<file path="config.mk">
export PLATFORM = sky130hd
export DESIGN_NAME = fcfs_queue_arbiter
export DESIGN_NICKNAME = d
export VERILOG_FILES = /design/src/rtl/fcfs_queue_arbiter.sv
export SDC_FILE = /design/constraint.sdc
export NUM_CORES = 1
export LEC_CHECK = 0
export ABC_AREA = 1
export CAP_MARGIN = 10
export CORE_UTILIZATION = 63
export DETAILED_ROUTE_END_ITERATION = 8
export PLACE_DENSITY = 0.85
export REMOVE_ABC_BUFFERS = 1
export SYNTH_ARGS = -nofsm -noshare
export SYNTH_HDL_FRONTEND = slang
export SYNTH_SLANG_ARGS = --single-unit
</file>
<file path="constraint.sdc">
create_clock -name clk -period 6.8 [get_ports clk]
set_input_delay 0.68 -clock clk [delete_from_list [all_inputs] [get_ports clk]]
set_output_delay 0.68 -clock clk [all_outputs]
set_load 0.03 [all_outputs]
</file>
<file path="src/rtl/fcfs_queue_arbiter.sv">
// rtl/fcfs_queue_arbiter.sv - first-come-first-served arbiter with an arrival-order wait queue
// Optional feature macro: FCFS_TIMEOUT_EN (revoke a holder after HOLD_MAX consecutive grant cycles).
module fcfs_queue_arbiter #(
  parameter int N        = 4,
  parameter int HOLD_MAX = 8,
  localparam int IDW = ($clog2(N) > 1) ? $clog2(N) : 1,
  localparam int CW  = $clog2(N + 1)
) (
  input  logic           clk,
  input  logic           reset,
  input  logic [N-1:0]   rqst,
  output logic [N-1:0]   grant,
  output logic           grant_valid,
  output logic [IDW-1:0] grant_id,
  output logic [CW-1:0]  queue_count,
  output logic           timeout_pulse
);

  if (N < 2 || N > 16 || HOLD_MAX < 1 || HOLD_MAX > 255) begin : g_bad_param
    $error("fcfs_queue_arbiter: N or HOLD_MAX out of range");
  end

  logic [N-1:0]   grant_q, grant_d;
  logic [IDW-1:0] hid_q, hid_d;
  logic [CW-1:0]  cnt_q, cnt_d;
  logic [IDW-1:0] q_q [0:N-2];
  logic [IDW-1:0] q_d [0:N-2];

  logic           hv, rel, need, to_c, new_valid;
  logic [IDW-1:0] new_id;
  logic [N-1:0]   queued, arrive;
  logic [CW-1:0]  wn;
  int             skip;

`ifdef FCFS_TIMEOUT_EN
  logic [7:0] hold_q, hold_d;
  logic       to_q;

  assign to_c = hv && rqst[hid_q] && (hold_q == 8'(HOLD_MAX - 1));

  always_comb begin
    hold_d = 8'd0;
    if (need) hold_d = 8'd0;
    else if (hv) hold_d = hold_q + 8'd1;
  end

  always_ff @(posedge clk or posedge reset) begin
    if (reset) begin
      hold_q <= 8'd0;
      to_q   <= 1'b0;
    end else begin
      hold_q <= hold_d;
      to_q   <= to_c;
    end
  end

  assign timeout_pulse = to_q;
`else
  assign to_c          = 1'b0;
  assign timeout_pulse = 1'b0;
`endif

  // Queue update in one pass: pop the head, compact out withdrawn entries, then append.
  always_comb begin
    hv     = |grant_q;
    rel    = hv && !rqst[hid_q];
    need   = !hv || rel || to_c;
    queued = '0;
    for (int k = 0; k < N - 1; k++) begin
      if (k < int'(cnt_q)) queued[q_q[k]] = 1'b1;
    end
    arrive    = rqst & ~queued & ~grant_q;
    q_d       = '{default: '0};
    wn        = '0;
    skip      = 0;
    new_valid = !need;
    new_id    = need ? '0 : hid_q;
    if (need && cnt_q != '0) begin
      new_valid = 1'b1;
      new_id    = q_q[0];
      skip      = 1;
    end
    for (int k = 0; k < N - 1; k++) begin
      if (k >= skip && k < int'(cnt_q) && rqst[q_q[k]]) begin
        q_d[wn[IDW-1:0]] = q_q[k];
        wn = wn + CW'(1);
      end
    end
    for (int i = 0; i < N; i++) begin
      if (arrive[i]) begin
        if (!new_valid) begin
          new_valid = 1'b1;
          new_id    = IDW'(i);
        end else begin
          q_d[wn[IDW-1:0]] = IDW'(i);
          wn = wn + CW'(1);
        end
      end
    end
    // A timed-out holder goes behind this edge's arrivals, or is re-granted if nobody waits.
    if (to_c) begin
      if (!new_valid) begin
        new_valid = 1'b1;
        new_id    = hid_q;
      end else begin
        q_d[wn[IDW-1:0]] = hid_q;
        wn = wn + CW'(1);
      end
    end
    grant_d = new_valid ? (N'(1) << new_id) : '0;
    hid_d   = new_valid ? new_id : '0;
    cnt_d   = wn;
  end

  always_ff @(posedge clk or posedge reset) begin
    if (reset) begin
      grant_q <= '0;
      hid_q   <= '0;
      cnt_q   <= '0;
      q_q     <= '{default: '0};
    end else begin
      grant_q <= grant_d;
      hid_q   <= hid_d;
      cnt_q   <= cnt_d;
      q_q     <= q_d;
    end
  end

  assign grant       = grant_q;
  assign grant_valid = |grant_q;
  assign grant_id    = hid_q;
  assign queue_count = cnt_q;

endmodule

</file>
== Yosys cells after proc, flatten, opt, wreduce, memory -nomap -nowiden ==
Cells that the tools add are included.
Storage, ports and cells
  output and inout bits: 11
  input port bits: 6
  register bits: 15
Cells by class
  bitwise logic cells: 21
  order comparisons: 25
  mux-type cells: 71
  reduce and logical (&&, ||, !) cells: 23
  add/sub/neg operators: 6
  shifts and indexed selects: 1
Operators by type and width (count)
  2-to-1 mux 6 bit: 10
  2-to-1 mux 2 bit: 18
  greater-or-equal comparator 1 x 32 -> 1 bit (first input constant): 1
  greater-or-equal comparator 2 x 32 -> 1 bit (first input constant): 1
  greater-or-equal comparator 3 x 32 -> 1 bit (first input constant): 1
  2-to-1 mux 3 bit: 10
  demux 2 bit (select 2 bit): 6
  adder 3 x 1 -> 3 bit (second input constant): 6
  greater-or-equal comparator 3 bit (second input constant): 6
  < comparator 3 x 1 -> 1 bit (second input constant): 6
  inverter 2 -> 3 bit: 6
  logical AND 1 bit: 17
  2-to-1 mux 4 bit: 4
  2-to-1 mux 1 bit: 14
  bitwise mux 6 bit: 2
  < comparator 2 x 3 -> 1 bit (second input constant): 4
  AND 4 bit: 2
  binary-select mux 1 bit (select 2 bit): 4
  inverter 4 bit: 2
  bitwise OR 4 bit: 2
  AND 3 bit: 2
  AND 6 bit: 1
  demux 1 bit (select 2 bit): 3
  greater-or-equal comparator 2 x 1 -> 1 bit (second input constant): 3
  11 further kinds: 16

== Depth between registers and ports, before layout ==
  depth after elaboration: 33
  gate-level depth with buffers: 27
  gate-level depth less buffers: 27

== Least setup slack after synthesis ==
Ideal clock, no wire load.
  kind: in2reg
  start: input port rqst[1]
  end: register cnt_q[2], in the netlist queue_count[2]
  path slack: 2.931 ns
  stages: 27
  buffers on the path: 0
  library setup time: 0.117 ns
  arrival time: 3.752 ns
  path through: inv_1 nand2_1 nand3_1 nand2_2 nand2_4 nor3_2 ha_1 inv_1 nand2_1 nand2_4 inv_2 ha_1 inv_1 nand2_1 nand2_2 inv_1 ha_1 or2_4 nand2_1 inv_1 ha_1 nand2_1 nand2_2 inv_2 nor2_1 nor2_1 nor2_1
Between the ends
  longest elaborated chain between the ends: 27
Ends and longest elaborated chain
  start, declared: RTL line 11  | input logic [N-1:0] rqst,
  binary-select mux 1 bit (select 2 bit): RTL line 66  | rel = hv && !rqst[hid_q];
  2-to-1 mux 1 bit (not written as such): RTL line 66
  zero test 1 bit: RTL line 66
  logical AND 1 bit: RTL line 66
  logical OR 1 bit: RTL line 67  | need = !hv || rel || to_c;
  logical AND 1 bit: RTL line 78  | if (need && cnt_q != '0) begin
  2-to-1 mux 1 bit: RTL line 78
  greater-or-equal comparator 1 x 32 -> 1 bit: RTL line 84  | if (k >= skip && k < int'(cnt_q) && rqst[q_q[k]]) begin
  [... 12 more ...]
  2-to-1 mux 3 bit: RTL line 90  | if (arrive[i]) begin
  adder 3 x 1 -> 3 bit: RTL line 96  | wn = wn + CW'(1);
  2-to-1 mux 3 bit: RTL line 91  | if (!new_valid) begin
  2-to-1 mux 3 bit: RTL line 90
  adder 3 x 1 -> 3 bit: RTL line 96
  2-to-1 mux 3 bit: RTL line 91
  2-to-1 mux 3 bit *: RTL line 90
  named net cnt_d[2]: RTL line 25  | logic [CW-1:0] cnt_q, cnt_d;
  end signal, assigned: RTL line 124  | cnt_q <= cnt_d;
  end, declared: RTL line 25
The timed path passes the listed nets; every way through them passes the cells marked *. The select of a mux whose other input is x is not followed.

== Worst setup path in the final report ==
  start: input port rqst[0]
  end: register cnt_q[2], in the netlist queue_count[2]
Same word-level chain as after synthesis.

==> impl_metrics.prom <==
# TYPE chip_impl_metric gauge
chip_impl_info{name="run_status",value="finished clean"} 1
chip_impl_metric{name="synth.yosys.seq_area_share",unit="%"} 20.3
chip_impl_metric{name="async_reset_ff_share",unit="%"} 100
chip_impl_metric{name="grt_pass1_wl",unit="um"} 6870
chip_impl_metric{name="period_needed",unit="ps"} 4460
chip_impl_metric{name="number_of_h_tree_levels",unit=""} 1
chip_impl_metric{name="worst_clock_skew",unit="ps"} 1.42
chip_impl_info{name="clockRootBuffer",value="sky130_fd_sc_hd__clkbuf_4"} 1
chip_impl_metric{name="vias_per_cell",unit=""} 5.48
chip_impl_metric{name="initial_utilization",unit="%"} 67.1
chip_impl_info{name="cpMaxStageDelayCell",value="sky130_fd_sc_hd__clkdlybuf4s50_1"} 1
chip_impl_info{name="worst_setup_path_start_kind",value="input port"} 1
chip_impl_info{name="hp-class",value="in2async"} 1
chip_impl_metric{name="syn_to_final_growth",unit="%"} 10.0
chip_impl_metric{name="drt_pass1_iterations",unit=""} 4
chip_impl_metric{name="postCtsResizedCells",unit=""} 0
chip_impl_metric{name="num_io_pins",unit=""} 17
chip_impl_metric{name="tightest_slew",unit="ps"} 514
chip_impl_info{name="worst_r2r_startpoint",value="q_q[4]$_DFF_PP0_"} 1
chip_impl_metric{name="cts_buffers",unit=""} 3
chip_impl_metric{name="setup_slack",unit="ps"} 2340
chip_impl_metric{name="report.final.slew_viol_count",unit=""} 0
chip_impl_metric{name="insertedDiodeCount",unit=""} 0
chip_impl_metric{name="final_util",unit="%"} 73.8
chip_impl_info{name="grt-busiest-layer",value="met2"} 1
chip_impl_metric{name="fin_crit_sh",unit="%"} 65.5
chip_impl_metric{name="route.vias.total",unit=""} 1716
chip_impl_metric{name="grt_overflow_total",unit=""} 0
chip_impl_metric{name="clk-insertion-delay-late",unit="ps"} 270
chip_impl_info{name="cp-end-kind",value="register"} 1
chip_impl_metric{name="finalSetupViolCount",unit=""} 0
chip_impl_metric{name="cts_hold_fix_bufs",unit=""} 0
chip_impl_info{name="synth_ff_type",value="sky130_fd_sc_hd__dfrtp_1"} 1
chip_impl_metric{name="core.rowCount",unit=""} 19
chip_impl_metric{name="clock_path_buffers",unit=""} 2
chip_impl_metric{name="cts_num_sinks",unit=""} 15
chip_impl_metric{name="die_height",unit="um"} 56.2
chip_impl_metric{name="slew_headroom",unit="%"} 65.7
chip_impl_metric{name="io_buffer_count",unit=""} 15
chip_impl_metric{name="finalHoldViolations",unit=""} 0
chip_impl_metric{name="max_cap_violations",unit=""} 0
chip_impl_metric{name="finalWirelength",unit="um"} 3980
chip_impl_metric{name="grt_start_max_net_pins",unit=""} 16
chip_impl_metric{name="synth.avg_cell_area",unit="um2"} 6.93
chip_impl_metric{name="crit_path_max_fanout",unit=""} 7
chip_impl_metric{name="critPathBufInv",unit=""} 8
chip_impl_metric{name="syn_inst",unit=""} 267
chip_impl_metric{name="drive_above_1_share",unit="%"} 21.3
chip_impl_metric{name="drcViolationCount",unit=""} 0
chip_impl_metric{name="fmaxAchievable",unit="MHz"} 224
chip_impl_info{name="worstSetupStartpoint",value="rqst[0]"} 1
chip_impl_metric{name="postRouteAntennaNets",unit=""} 0
chip_impl_metric{name="dr.first_iter.drc_count",unit=""} 78
chip_impl_metric{name="gp_congestion",unit=""} 0.920
chip_impl_metric{name="synth-edff-count",unit=""} 0
chip_impl_metric{name="postSynthRegisterBits",unit=""} 15
chip_impl_metric{name="timing.critical_path.required",unit="ps"} 6990
chip_impl_info{name="clock_tree_from_tritoncts",value="done"} 1
chip_impl_metric{name="synthesis.area",unit="mm2"} 0.00185
chip_impl_metric{name="cts.reportedPaths.clkPinSlew",unit="ps"} 80
chip_impl_metric{name="grt_antenna_before_repair",unit=""} 0
chip_impl_info{name="cpLargestDelayFamily",value="simple AND/OR/NAND/NOR gates"} 1
chip_impl_metric{name="fp.dieArea",unit="mm2"} 0.00316
chip_impl_info{name="rsz0062_at_grt",value="false"} 1
chip_impl_metric{name="yosys.cell_types.count",unit=""} 36
chip_impl_metric{name="crit_path_max_incr_delay",unit="ps"} 510
chip_impl_metric{name="met3_usage",unit="%"} 4.88
chip_impl_metric{name="final_stage_net_count",unit=""} 303
chip_impl_metric{name="grt_usage",unit="%"} 27.1
chip_impl_metric{name="met2_usage",unit="%"} 47.4
chip_impl_metric{name="die_x",unit="um"} 56.2
chip_impl_info{name="path_class",value="in2reg"} 1
chip_impl_metric{name="drt-wirelength-per-cell",unit="um"} 12.7
chip_impl_metric{name="ys.warnings.count",unit=""} 0
chip_impl_metric{name="gr-usage-met1",unit="%"} 32.8
chip_impl_metric{name="worst_ep_arrival_time",unit="ps"} 4650
chip_impl_metric{name="setup-tns-final",unit="ps"} 0
chip_impl_metric{name="pre_cts_ws",unit="ps"} 2080
chip_impl_metric{name="grt_pass1_vias",unit=""} 1610
chip_impl_metric{name="post_cts_buffers",unit=""} 0
chip_impl_metric{name="dpl.hpwl",unit="um"} 3350
chip_impl_metric{name="core_area",unit="mm2"} 0.00276
==> synthesized netlist by cell type, types with 6 or more instances <==
master                     n  area (um2)
sky130_fd_sc_hd__nand3_1  29         145
sky130_fd_sc_hd__o21ai_0   8        40.0
sky130_fd_sc_hd__nand2_4   7        78.8
sky130_fd_sc_hd__dfrtp_1  15         375
sky130_fd_sc_hd__ha_1     14         175
sky130_fd_sc_hd__nor2_4    6        67.6
sky130_fd_sc_hd__inv_2    13        48.8
sky130_fd_sc_hd__inv_1    34         128
sky130_fd_sc_hd__nor2_1   16        60.1
sky130_fd_sc_hd__nand2_2  12        75.1
sky130_fd_sc_hd__nand2_1  71         267
==> cells by family after synthesis <==
group | after synthesis | synth area share, %
buffers and inverters | 51 | 11.2
adders and majority gates | 14 | 9.47
and+or+nand+nor | 160 | 48.5
xor gates and xnor gates | 1 | 0.474
other | 1 | 0.203
AOI/OAI and AO/OA | 25 | 9.81
DFF | 15 | 20.3
==> area by class of cell <==
type                       count  area (um2)
tap                           31        38.8
timing repair buffer          15         150
clock inverter                 1        5.00
fill                         247         723
clock buffer                   3        22.5
multi-input combinational    201        1270
inverter                      47         176
sequential                    15         375
==> metrics by stage <==
step | area, um2 | hold slack, ps | std cells
global placement | 2010 | 786 | 309
CTS | 2030 | 741 | 313
finish | 2030 | 730 | 313
detailed placement | 2010 | 787 | 309
global route | 2030 | 762 | 313
floorplan | 1820 | 581 | 263
==> sequential cells by signal (all words and copies together), names as in the netlist <==
signal / cells
q_q: 6
grant: 4
queue_count: 3
grant_id: 2
==> metal layers <==
metal  vias up  wire (um)
met5         -          0
met3        14        202
met4         0        125
met2        60       1940
li1        878          -
met1       764       1720
==> worst reg2reg max path, cell delays in order, from the launching register on <==
cell and delay, ps:
sky130_fd_sc_hd__dfrtp_1 500, sky130_fd_sc_hd__inv_1 160, sky130_fd_sc_hd__nand3_1 80, sky130_fd_sc_hd__nand2_1 70
sky130_fd_sc_hd__a21oi_1 60, sky130_fd_sc_hd__nor3_2 370, sky130_fd_sc_hd__ha_1 350, sky130_fd_sc_hd__inv_1 70
sky130_fd_sc_hd__nand2_1 80, sky130_fd_sc_hd__nand2_4 90, sky130_fd_sc_hd__inv_2 70, sky130_fd_sc_hd__ha_1 280
sky130_fd_sc_hd__inv_1 50, sky130_fd_sc_hd__nand2_1 50, sky130_fd_sc_hd__nand2_2 100, sky130_fd_sc_hd__inv_1 60
sky130_fd_sc_hd__ha_1 260, sky130_fd_sc_hd__or2_4 260, sky130_fd_sc_hd__nand2_1 120, sky130_fd_sc_hd__inv_1 70
sky130_fd_sc_hd__ha_1 270, sky130_fd_sc_hd__nand2_1 60, sky130_fd_sc_hd__nand2_2 110, sky130_fd_sc_hd__inv_2 50
sky130_fd_sc_hd__nor2_1 90, sky130_fd_sc_hd__nor2_1 40, sky130_fd_sc_hd__nor2_1 130
==> final timing paths <==
| kind | to | slack (ps) | depth (start not counted) |
|---|---|---|---|
| max | queue_count[2]$_DFF_PP0_ | 2340 | 28 |
| max in group asynchronous | q_q[3]$_DFF_PP0_ | 5730 | 2 |
| max reg2reg | queue_count[2]$_DFF_PP0_ | 2820 | 26 |
| min reg2reg | q_q[0]$_DFF_PP0_ | 810 | 5 |
| min in group clk | q_q[0]$_DFF_PP0_ | 810 | 5 |
| min | grant[1]$_DFF_PP0_ | 730 | 2 |
==> layout by cell type (no fill, tap or decap), types with 2 or more instances in the layout <==
master	instances
sky130_fd_sc_hd__a21oi_1	4
sky130_fd_sc_hd__a21oi_4	2
sky130_fd_sc_hd__clkbuf_4	3
sky130_fd_sc_hd__clkdlybuf4s50_1	15
sky130_fd_sc_hd__dfrtp_1	15
sky130_fd_sc_hd__ha_1	14
sky130_fd_sc_hd__inv_1	34
sky130_fd_sc_hd__inv_2	13
sky130_fd_sc_hd__nand2_1	71
sky130_fd_sc_hd__nand2_2	12
sky130_fd_sc_hd__nand2_4	7
sky130_fd_sc_hd__nand3_1	29
sky130_fd_sc_hd__nand3_2	4
sky130_fd_sc_hd__nand3_4	4
sky130_fd_sc_hd__nand4_1	2
sky130_fd_sc_hd__nor2_1	16
sky130_fd_sc_hd__nor2_2	2
sky130_fd_sc_hd__nor2_4	6
sky130_fd_sc_hd__nor3_1	2
sky130_fd_sc_hd__o2111ai_1	3
sky130_fd_sc_hd__o211ai_1	2
sky130_fd_sc_hd__o21ai_0	8
Power is left out: the tool's default activity adds up to more than one toggle a clock period on the data nets, which glitch-free logic cannot reach.
